==> src/rtl/rggen_backdoor_responder.sv <==
// Backdoor request/response endpoint for one register field: queues requests and applies
// them as a single-cycle masked strobe or value sample. Optional macro: RGGEN_BACKDOOR_FRONTDOOR_STALL_EN.
module rggen_backdoor_responder #(
    parameter int DATA_WIDTH  = 32,
    parameter int QUEUE_DEPTH = 2
) (
    input  logic                  i_clk,
    input  logic                  i_rst_n,
    input  logic                  i_bd_valid,
    output logic                  o_bd_ready,
    input  logic                  i_bd_write,
    input  logic [DATA_WIDTH-1:0] i_bd_mask,
    input  logic [DATA_WIDTH-1:0] i_bd_data,
    output logic                  o_bd_resp_valid,
    input  logic                  i_bd_resp_ready,
    output logic [DATA_WIDTH-1:0] o_bd_resp_data,
    input  logic [DATA_WIDTH-1:0] i_field_value,
    input  logic                  i_frontdoor_valid,
    output logic                  o_bd_write_valid,
    output logic [DATA_WIDTH-1:0] o_bd_write_mask,
    output logic [DATA_WIDTH-1:0] o_bd_write_data,
    output logic                  o_busy
);
    localparam int PTR_W       = (QUEUE_DEPTH > 1) ? $clog2(QUEUE_DEPTH) : 1;
    localparam int MEM_ENTRIES = 1 << PTR_W;

    typedef enum logic [1:0] {IDLE, ACCESS, RESPOND} state_t;

    state_t                  state_reg;
    logic [PTR_W-1:0]        wr_ptr_reg;
    logic [PTR_W-1:0]        rd_ptr_reg;
    logic [2:0]              count_reg;
    logic [2:0]              count_next;
    logic                    ready_reg;
    logic                    busy_reg;
    logic                    resp_valid_reg;
    logic [DATA_WIDTH-1:0]   resp_data_reg;

    logic                    mem_write [MEM_ENTRIES];
    logic [DATA_WIDTH-1:0]   mem_mask  [MEM_ENTRIES];
    logic [DATA_WIDTH-1:0]   mem_data  [MEM_ENTRIES];

    logic                    push;
    logic                    pop;
    logic                    stall;
    logic                    start_access;
    logic                    active_next;
    logic                    head_write;
    logic [DATA_WIDTH-1:0]   head_mask;
    logic [DATA_WIDTH-1:0]   head_data;
    logic [DATA_WIDTH-1:0]   merged_value;

`ifdef RGGEN_BACKDOOR_FRONTDOOR_STALL_EN
    assign stall = i_frontdoor_valid;
`else
    // Field storage resolves same-cycle collisions in favour of the backdoor strobe.
    logic unused_frontdoor;
    assign unused_frontdoor = i_frontdoor_valid;
    assign stall            = 1'b0;
`endif

    // Ready is registered, so a pop in the same cycle never opens room for a push.
    assign push         = i_bd_valid && ready_reg;
    assign pop          = (state_reg == ACCESS);
    assign start_access = (state_reg == IDLE) && (count_reg != 3'd0) && !stall;
    assign count_next   = count_reg + {2'b00, push} - {2'b00, pop};
    assign active_next  = start_access || (state_reg == ACCESS) ||
                          ((state_reg == RESPOND) && !i_bd_resp_ready);

    generate
        for (genvar gi = 0; gi < MEM_ENTRIES; gi++) begin : g_entry
            always_ff @(posedge i_clk) begin
                if (push && (wr_ptr_reg == PTR_W'(gi))) begin
                    mem_write[gi] <= i_bd_write;
                    mem_mask[gi]  <= i_bd_mask;
                    mem_data[gi]  <= i_bd_data;
                end
            end
        end
    endgenerate

    assign head_write   = mem_write[rd_ptr_reg];
    assign head_mask    = mem_mask[rd_ptr_reg];
    assign head_data    = mem_data[rd_ptr_reg];
    assign merged_value = (i_field_value & ~head_mask) | (head_data & head_mask);

    always_ff @(posedge i_clk or negedge i_rst_n) begin
        if (!i_rst_n) begin
            state_reg      <= IDLE;
            wr_ptr_reg     <= '0;
            rd_ptr_reg     <= '0;
            count_reg      <= 3'd0;
            ready_reg      <= 1'b1;
            busy_reg       <= 1'b0;
            resp_valid_reg <= 1'b0;
            resp_data_reg  <= '0;
        end else begin
            case (state_reg)
                IDLE: begin
                    if (start_access) state_reg <= ACCESS;
                end
                ACCESS: begin
                    resp_data_reg  <= head_write ? merged_value : i_field_value;
                    resp_valid_reg <= 1'b1;
                    state_reg      <= RESPOND;
                end
                RESPOND: begin
                    if (i_bd_resp_ready) begin
                        resp_valid_reg <= 1'b0;
                        state_reg      <= IDLE;
                    end
                end
                default: state_reg <= IDLE;
            endcase

            if (push) wr_ptr_reg <= (wr_ptr_reg == PTR_W'(QUEUE_DEPTH - 1)) ? '0 : wr_ptr_reg + 1'b1;
            if (pop)  rd_ptr_reg <= (rd_ptr_reg == PTR_W'(QUEUE_DEPTH - 1)) ? '0 : rd_ptr_reg + 1'b1;
            count_reg <= count_next;
            ready_reg <= (count_next < 3'(QUEUE_DEPTH));
            busy_reg  <= (count_next != 3'd0) || active_next;
        end
    end

    assign o_bd_ready       = ready_reg;
    assign o_busy           = busy_reg;
    assign o_bd_resp_valid  = resp_valid_reg;
    assign o_bd_resp_data   = resp_data_reg;
    assign o_bd_write_valid = (state_reg == ACCESS) && head_write;
    assign o_bd_write_mask  = o_bd_write_valid ? head_mask : '0;
    assign o_bd_write_data  = o_bd_write_valid ? head_data : '0;
endmodule

==> config.mk <==
export PLATFORM = sky130hd
export DESIGN_NAME = rggen_backdoor_responder
export DESIGN_NICKNAME = d
export VERILOG_FILES = /design/src/rtl/rggen_backdoor_responder.sv
export SDC_FILE = /design/constraint.sdc
export NUM_CORES = 1
export LEC_CHECK = 0
export CAP_MARGIN = 20
export CELL_PAD_IN_SITES_DETAIL_PLACEMENT = 1
export CELL_PAD_IN_SITES_GLOBAL_PLACEMENT = 2
export CORE_MARGIN = 3
export CORE_UTILIZATION = 31
export CTS_BUF_LIST = sky130_fd_sc_hd__clkbuf_4 sky130_fd_sc_hd__clkbuf_8 sky130_fd_sc_hd__clkbuf_16
export CTS_CLUSTER_SIZE = 20
export DETAILED_ROUTE_END_ITERATION = 12
export GPL_ROUTABILITY_DRIVEN = 0
export GPL_TIMING_DRIVEN = 0
export PLACE_DENSITY_LB_ADDON = 0.1
export SETUP_SLACK_MARGIN = 0.02
export SYNTH_ARGS = -nofsm -noshare
export SYNTH_HDL_FRONTEND = slang
export SYNTH_SLANG_ARGS = --single-unit
==> constraint.sdc <==
create_clock -name i_clk -period 4.8 [get_ports i_clk]
set_input_delay 0.48 -clock i_clk [delete_from_list [all_inputs] [get_ports i_clk]]
set_output_delay 0.48 -clock i_clk [all_outputs]
set_load 0.05 [all_outputs]
==> metrics, run 1 <==
total track usage 20.6%; FF/Latch Area 4960 sq um; top_reg_cell synth edfxtp_1; ANT cells 0; Boundary Pins 202; Die Y 160 um; ranking of synthesized cells by area edfxtp_1 (53%), dfrtp_1 (14%), nand2_1 (4.1%); largest family of logic cells by synthesized area simple AND/OR/NAND/NOR gates; Routed Wire Length 26.6 mm; Avg Cell Area, Syn 12.0 sq um; multi-input logic area 2250 sq um; Tmin final 3.76 ns; Reg clk slew, reported paths 0.07 ns; Finished Core Util 45.2%; Buf/Inv on CP 4; HPWL after DPL 18.9 mm; initial antenna violation count 1; Clock Sinks 172; top-count cell post-synth edfxtp_1; Pwr Total 6.47 mW; # hold bufs at CTS 0; proportion of synthesized area in mux cells 1.22%; Max Clk Rate 266 MHz; DR WL met2 13.5 mm; Final Setup Violations 0; Port Buf Inserts 200; # rows 55; Area growth syn-to-layout 41.1%; xor-xnor portion of the synthesized cell area 0.541%; Crit Path Category reg2out; grt total ovfl 0; largest net degree at the start of global routing 41; Net Count, Synth 719; LEAKAGE 3.55 nW; nets 942; delay-heaviest family, CP buffers and inverters; clk buf depth 2; Synth Area in Compound Gates 13.5%; top routing layer used met5; vias in the first global route 6634; Post-synth EDFFs 130; postcts setup bufs 0; average wire per standard cell 22.9 um; first-pass GRT wire length 39.7 mm; via count 5929; Yosys reg bits 172; unique cell type count in the Yosys netlist 32; crit-path cells buf_2 -> and2_1 -> clkbuf_1 -> o21ai_2 -> buf_2 -> a21oi_1 -> clkdlybuf4s50_1; Async S/R FF share, synth 24.4%; yosys warns 0; Final Hold Viols 0; post-synthesis adder-cell area fraction 0.440%; Slowest cell on crit path clkdlybuf4s50_1; latest clock arrival within the worst-skew pair 0.44 ns; Root Driver clkbuf_16; r2r startpoint state_reg[1]; Seq/Total Area, Yosys 67.0%; maximum VDD drop 0.000268 V; Crit path required time 4.32 ns; Die Area 25700 sq um; WL met3 1.52 mm; post-CTS sizing 0; Via density 5.09; worst r2r dst o_busy; # H-tree levels 4; Arr. time, crit path 3.28 ns; most used cell, CP buf_2; max_slew headroom 45.5%; Synth Area in Simple Gates 14.5%; skew final 0.0147 ns; Reg2Reg Setup Slack 1.78 ns; DRC viols 0; Syn Std Cell Area 7390 sq um; PD cells 620 nW/um^2; DR iter-0 viols 356; area share of the largest cell type after synthesis 52.8%; fraction of layout cells with a size suffix above 1 7.40%; Worst Tran Pin Value 0.817 ns; Synth Instances 615; routed length on met1 11.3 mm; Worst R2R Path Depth 9; core area 23100 sq um; Critical Path Start Type flop; dominant cell type by area after synthesis edfxtp_1; peak per-stage delay on the critical path 0.86 ns; chip width 160 um; Final Slew Violations 0; initial core utilization 32.1%; max-cap violation count 0; CTS buffer count 17; status complete, no violations; Tcrit/Tclk final 78.3%; RSZ-0062 raised after global routing false; FILL cells 2460; commonest cells in the netlist edfxtp_1 (130), nand2_1 (81), nor2_1 (67), nand3_1 (52), dfrtp_1 (41); CP endpoint kind output port; DR pass1 iterations 5; worst min-delay path class in2async; CTS tree built; DRT antenna net count 0; Worst Path Max Fanout 10
## worst max path at each step
stage	from	end	slack (ns)	cells past startpoint
2_1_floorplan	o_bd_ready	mem_data[0][0]	0.73	2
3_3_place_gp	i_bd_valid	mem_data[0][1]	-1.70	3
3_5_place_dp	rd_ptr_reg	o_bd_write_data[6]	1.52	7
4_1_cts	rd_ptr_reg	o_bd_write_data[6]	1.02	7
5_1_grt	rd_ptr_reg	o_bd_write_data[6]	0.92	7
6_report	rd_ptr_reg	o_bd_write_data[6]	1.04	7
## where the power goes
part	switching [mW]	total [mW]	internal, mW
registers	0.162	2.09	1.93
logic	2.10	3.07	0.970
clock network	0.616	1.30	0.685
total	2.88	6.47	3.58
## cell families after synthesis
kind of cell | after synthesis
buf+inv | 46
compound gates | 143
mux | 9
fa+ha+maj | 2
xor+xnor | 3
flops | 172
simple gates | 240
## final cells by class
type / count / area share, %
buffer: 43 / 1.82
tap: 313 / 3.75
clock inverter: 13 / 1.03
multi-input combinational: 397 / 21.6
inverter: 3 / 0.108
clock buffer: 19 / 4.22
timing repair buffer: 204 / 20.0
sequential: 172 / 47.5
## routing by layer
metal / up-vias / GRT usage, %
li1: 2725 / -
met1: 2972 / 25.9
met2: 204 / 35.9
met3: 26 / 4.51
met4: 2 / 5.60
met5: - / 0
## placed cells by master, fill, tap and decap left out, types with 3 or more instances in the layout
cell type and count:
nand3b_1 5, o21a_1 25, buf_12 3, dfrtp_1 41, clkbuf_16 17, edfxtp_1 130
o22a_1 25, a41oi_1 7, inv_6 5, nand2b_1 27, inv_1 3, buf_2 21
nand3_1 52, clkdlybuf4s50_1 199, buf_1 5, a31oi_1 25, clkbuf_1 17, nor2_1 66
nand2_1 81, o211ai_1 27, a21oi_1 32, mux2i_1 9, clkinv_4 5
## metrics by stage
step	TNS, ns	worst slack (ns)	std cells	area [sq um]	hold WS [ns]
finish	0	1.04	1164	10400	0.0178
global route	0	0.915	1164	10400	0.0365
CTS	0	1.02	1164	10400	0.0177
detailed placement	0	1.52	1132	9880	0.484
global placement	-110.06	-1.70	1128	9790	0.476
floorplan	0	0.732	615	7390	0.184
Power figures use the tool's default switching activity.
==> inputs of run 2 (changes only) <==
--- a/config.mk
+++ b/config.mk
@@ -9,7 +9,7 @@
 export CELL_PAD_IN_SITES_DETAIL_PLACEMENT = 1
 export CELL_PAD_IN_SITES_GLOBAL_PLACEMENT = 2
 export CORE_MARGIN = 3
-export CORE_UTILIZATION = 31
+export CORE_UTILIZATION = 28
 export CTS_BUF_LIST = sky130_fd_sc_hd__clkbuf_4 sky130_fd_sc_hd__clkbuf_8 sky130_fd_sc_hd__clkbuf_16
 export CTS_CLUSTER_SIZE = 20
 export DETAILED_ROUTE_END_ITERATION = 12
==> constraint.sdc (replaced) <==
create_clock -name i_clk -period 3.1 [get_ports i_clk]
set_input_delay 0.31 -clock i_clk [delete_from_list [all_inputs] [get_ports i_clk]]
set_output_delay 0.31 -clock i_clk [all_outputs]
set_load 0.05 [all_outputs]
==> metrics, run 2 (same netlist as run 1, synthesis figures left out) <==
Final Slew Violations 0 (unchanged); Die Area 28400 sq um (was 25700 sq um); PD cells 955 nW/um^2 (was 620 nW/um^2); Die Y 169 um (was 160 um); Clock Sinks 172 (unchanged); status complete, no violations (unchanged); DR pass1 iterations 5 (unchanged); cell area after layout 10400 sq um (about the same); Crit Path Category reg2out (unchanged); most used cell, CP buf_2 (unchanged); worst min-delay path class in2async (unchanged); max-cap violation count 0 (unchanged); Max Clk Rate 334 MHz; fraction of layout cells with a size suffix above 1 9.75% (was 7.40%); core area 25500 sq um (was 23100 sq um); Routed Wire Length 27.0 mm (was 26.6 mm); routed length on met1 11.5 mm (was 11.3 mm); peak per-stage delay on the critical path 0.84 ns (was 0.86 ns); Crit. path cell count 6 (was 7); Reg2Reg Setup Slack 0.19 ns (was 1.78 ns); Port Buf Inserts 200 (unchanged); Via density 5.01 (was 5.09); max_slew headroom 50.0% (was 45.5%); WL met3 1.36 mm (was 1.52 mm); Critical Path Start Type flop (unchanged); maximum VDD drop 0.000390 V (was 0.000268 V); latest clock arrival within the worst-skew pair 0.43 ns (was 0.44 ns); DR WL met2 13.5 mm (about the same); CP Launch Point rd_ptr_reg (unchanged); Final Setup Violations 0 (unchanged); via count 5928 (was 5929); chip width 169 um (was 160 um); top routing layer used met5 (unchanged); skew final 0.0117 ns (was 0.0147 ns); Boundary Pins 202 (unchanged); CP endpoint kind output port (unchanged); Critical Path Sink o_bd_write_mask[25] (was o_bd_write_data[6]); Root Driver clkbuf_16 (unchanged); DR iter-0 viols 380 (was 356); r2r startpoint state_reg[1] (unchanged); commonest cells after routing, fill and taps aside clkdlybuf4s50_1 (136), edfxtp_1 (130), nand2_1 (81) (was clkdlybuf4s50_1 (199), edfxtp_1 (130), nand2_1 (81)); initial antenna violation count 3 (was 1); vias in the first global route 6655 (was 6634); Placed Area 9900 sq um (was 9880 sq um); DRC viols 0 (unchanged); delay-heaviest family, CP buffers and inverters (unchanged); Area growth syn-to-layout 40.8% (was 41.1%); Worst Tran Pin Value 0.750 ns (was 0.817 ns); average wire per standard cell 22.8 um (was 22.9 um); Crit path required time 2.79 ns (was 4.32 ns); commonest non-fill, non-tap cell in the layout clkdlybuf4s50_1 (unchanged); clk buf depth 2 (unchanged); HPWL after DPL 19.3 mm (was 18.9 mm); LEAKAGE 3.88 nW (was 3.55 nW); worst r2r dst o_busy (unchanged); Worst R2R Path Depth 9 (unchanged); placed cells 1149 (was 1132); total track usage 18.9% (was 20.6%); Tcrit/Tclk final 96.6%; Reg clk slew, reported paths 0.07 ns (about the same); Arr. time, crit path 2.69 ns (was 3.28 ns); initial core utilization 28.9% (was 32.1%); Worst Path Max Fanout 10 (unchanged); # H-tree levels 4 (unchanged); largest net degree at the start of global routing 38 (was 41); grt total ovfl 0 (unchanged); # rows 58 (was 55); Tmin final 3.00 ns; Slowest cell on crit path clkdlybuf4s50_1 (unchanged); Non-Filler Instances 1184 (was 1164); Final Hold Viols 0 (unchanged); Buf/Inv on CP 4 (unchanged); CTS buffer count 17 (unchanged); first-pass GRT wire length 40.1 mm (was 39.7 mm); DRT antenna net count 0 (unchanged); CTS tree built (unchanged); postcts setup bufs 0 (unchanged); nets 942 (unchanged); crit-path cells buf_2 -> buf_2 -> buf_2 -> nand3b_1 -> a21oi_1 -> clkdlybuf4s50_1 (was buf_2 -> and2_1 -> clkbuf_1 -> o21ai_2 -> buf_2 -> a21oi_1 -> clkdlybuf4s50_1)
==> run 2: layer usage <==
layer  vias to the layer above  global-route usage, %
met4                         2                   6.37
li1                       2726                      -
met1                      2972                   23.7
met2                       192                   33.2
met3                        36                   3.20
met5                         -                      0
==> run 2: what timing repair did <==
| item | CTS | global route |
|---|---|---|
| gates resized for setup | 72 | 37 |
| endpoints found under the setup margin | 63 | 26 |
| hold buffers | 1 | 0 |
| hold endpoints to repair | 16 | 0 |
==> run 2: through the flow <==
step           setup TNS, ns  hold WS (ns)  setup slack, ns  util [%]  total power [mW]
2_1_floorplan              0        0.0144            0.117         -              6.19
3_3_place_gp         -141.33         0.495            -1.25      38.4              8.00
3_5_place_dp         -0.0443         0.315          -0.0176      38.8              8.12
4_1_cts                    0         0.401           0.0271      40.8              10.1
5_1_grt             -0.00473         0.421         -0.00473      40.7              10.5
6_report                   0         0.396            0.105      40.8              9.94
==> run 2: worst min path at each step <==
stage	from	endpoint	slack [ns]
6_report	i_rst_n	o_bd_resp_data[21]	0.40
5_1_grt	i_rst_n	o_bd_resp_data[21]	0.42
4_1_cts	i_rst_n	o_bd_resp_data[21]	0.40
3_5_place_dp	i_rst_n	o_bd_resp_data[21]	0.32
3_3_place_gp	wr_ptr_reg	wr_ptr_reg	0.49
2_1_floorplan	i_rst_n	count_reg[0]	0.01
==> run 2: power breakdown <==
group	internal [mW]	switching, mW	total (mW)
registers	2.99	0.255	3.24
logic	1.41	3.26	4.68
clock network	1.06	0.958	2.02
==> run 2: worst register-to-register path, stage by stage (launching register included) <==
cell and delay, ns:
dfrtp_1 0.44, nor2b_1 0.34, buf_2 0.34, buf_4 0.28, nand2_1 0.13, nand2_1 0.08
ha_1 0.15, fa_1 0.46, nor2_2 0.14, or4b_1 0.43
==> run 2: final cells by class <==
class | instances | area (sq um)
fillers | 2760 | 15100
diodes | 3 | 7.51
clock buffers | 18 | 439
flip-flops and latches | 172 | 4960
well taps | 330 | 413
plain buffers | 42 | 200
clock inverters | 14 | 108
multi-input cells | 397 | 2260
inverters | 3 | 11.3
repair buffers | 205 | 2020
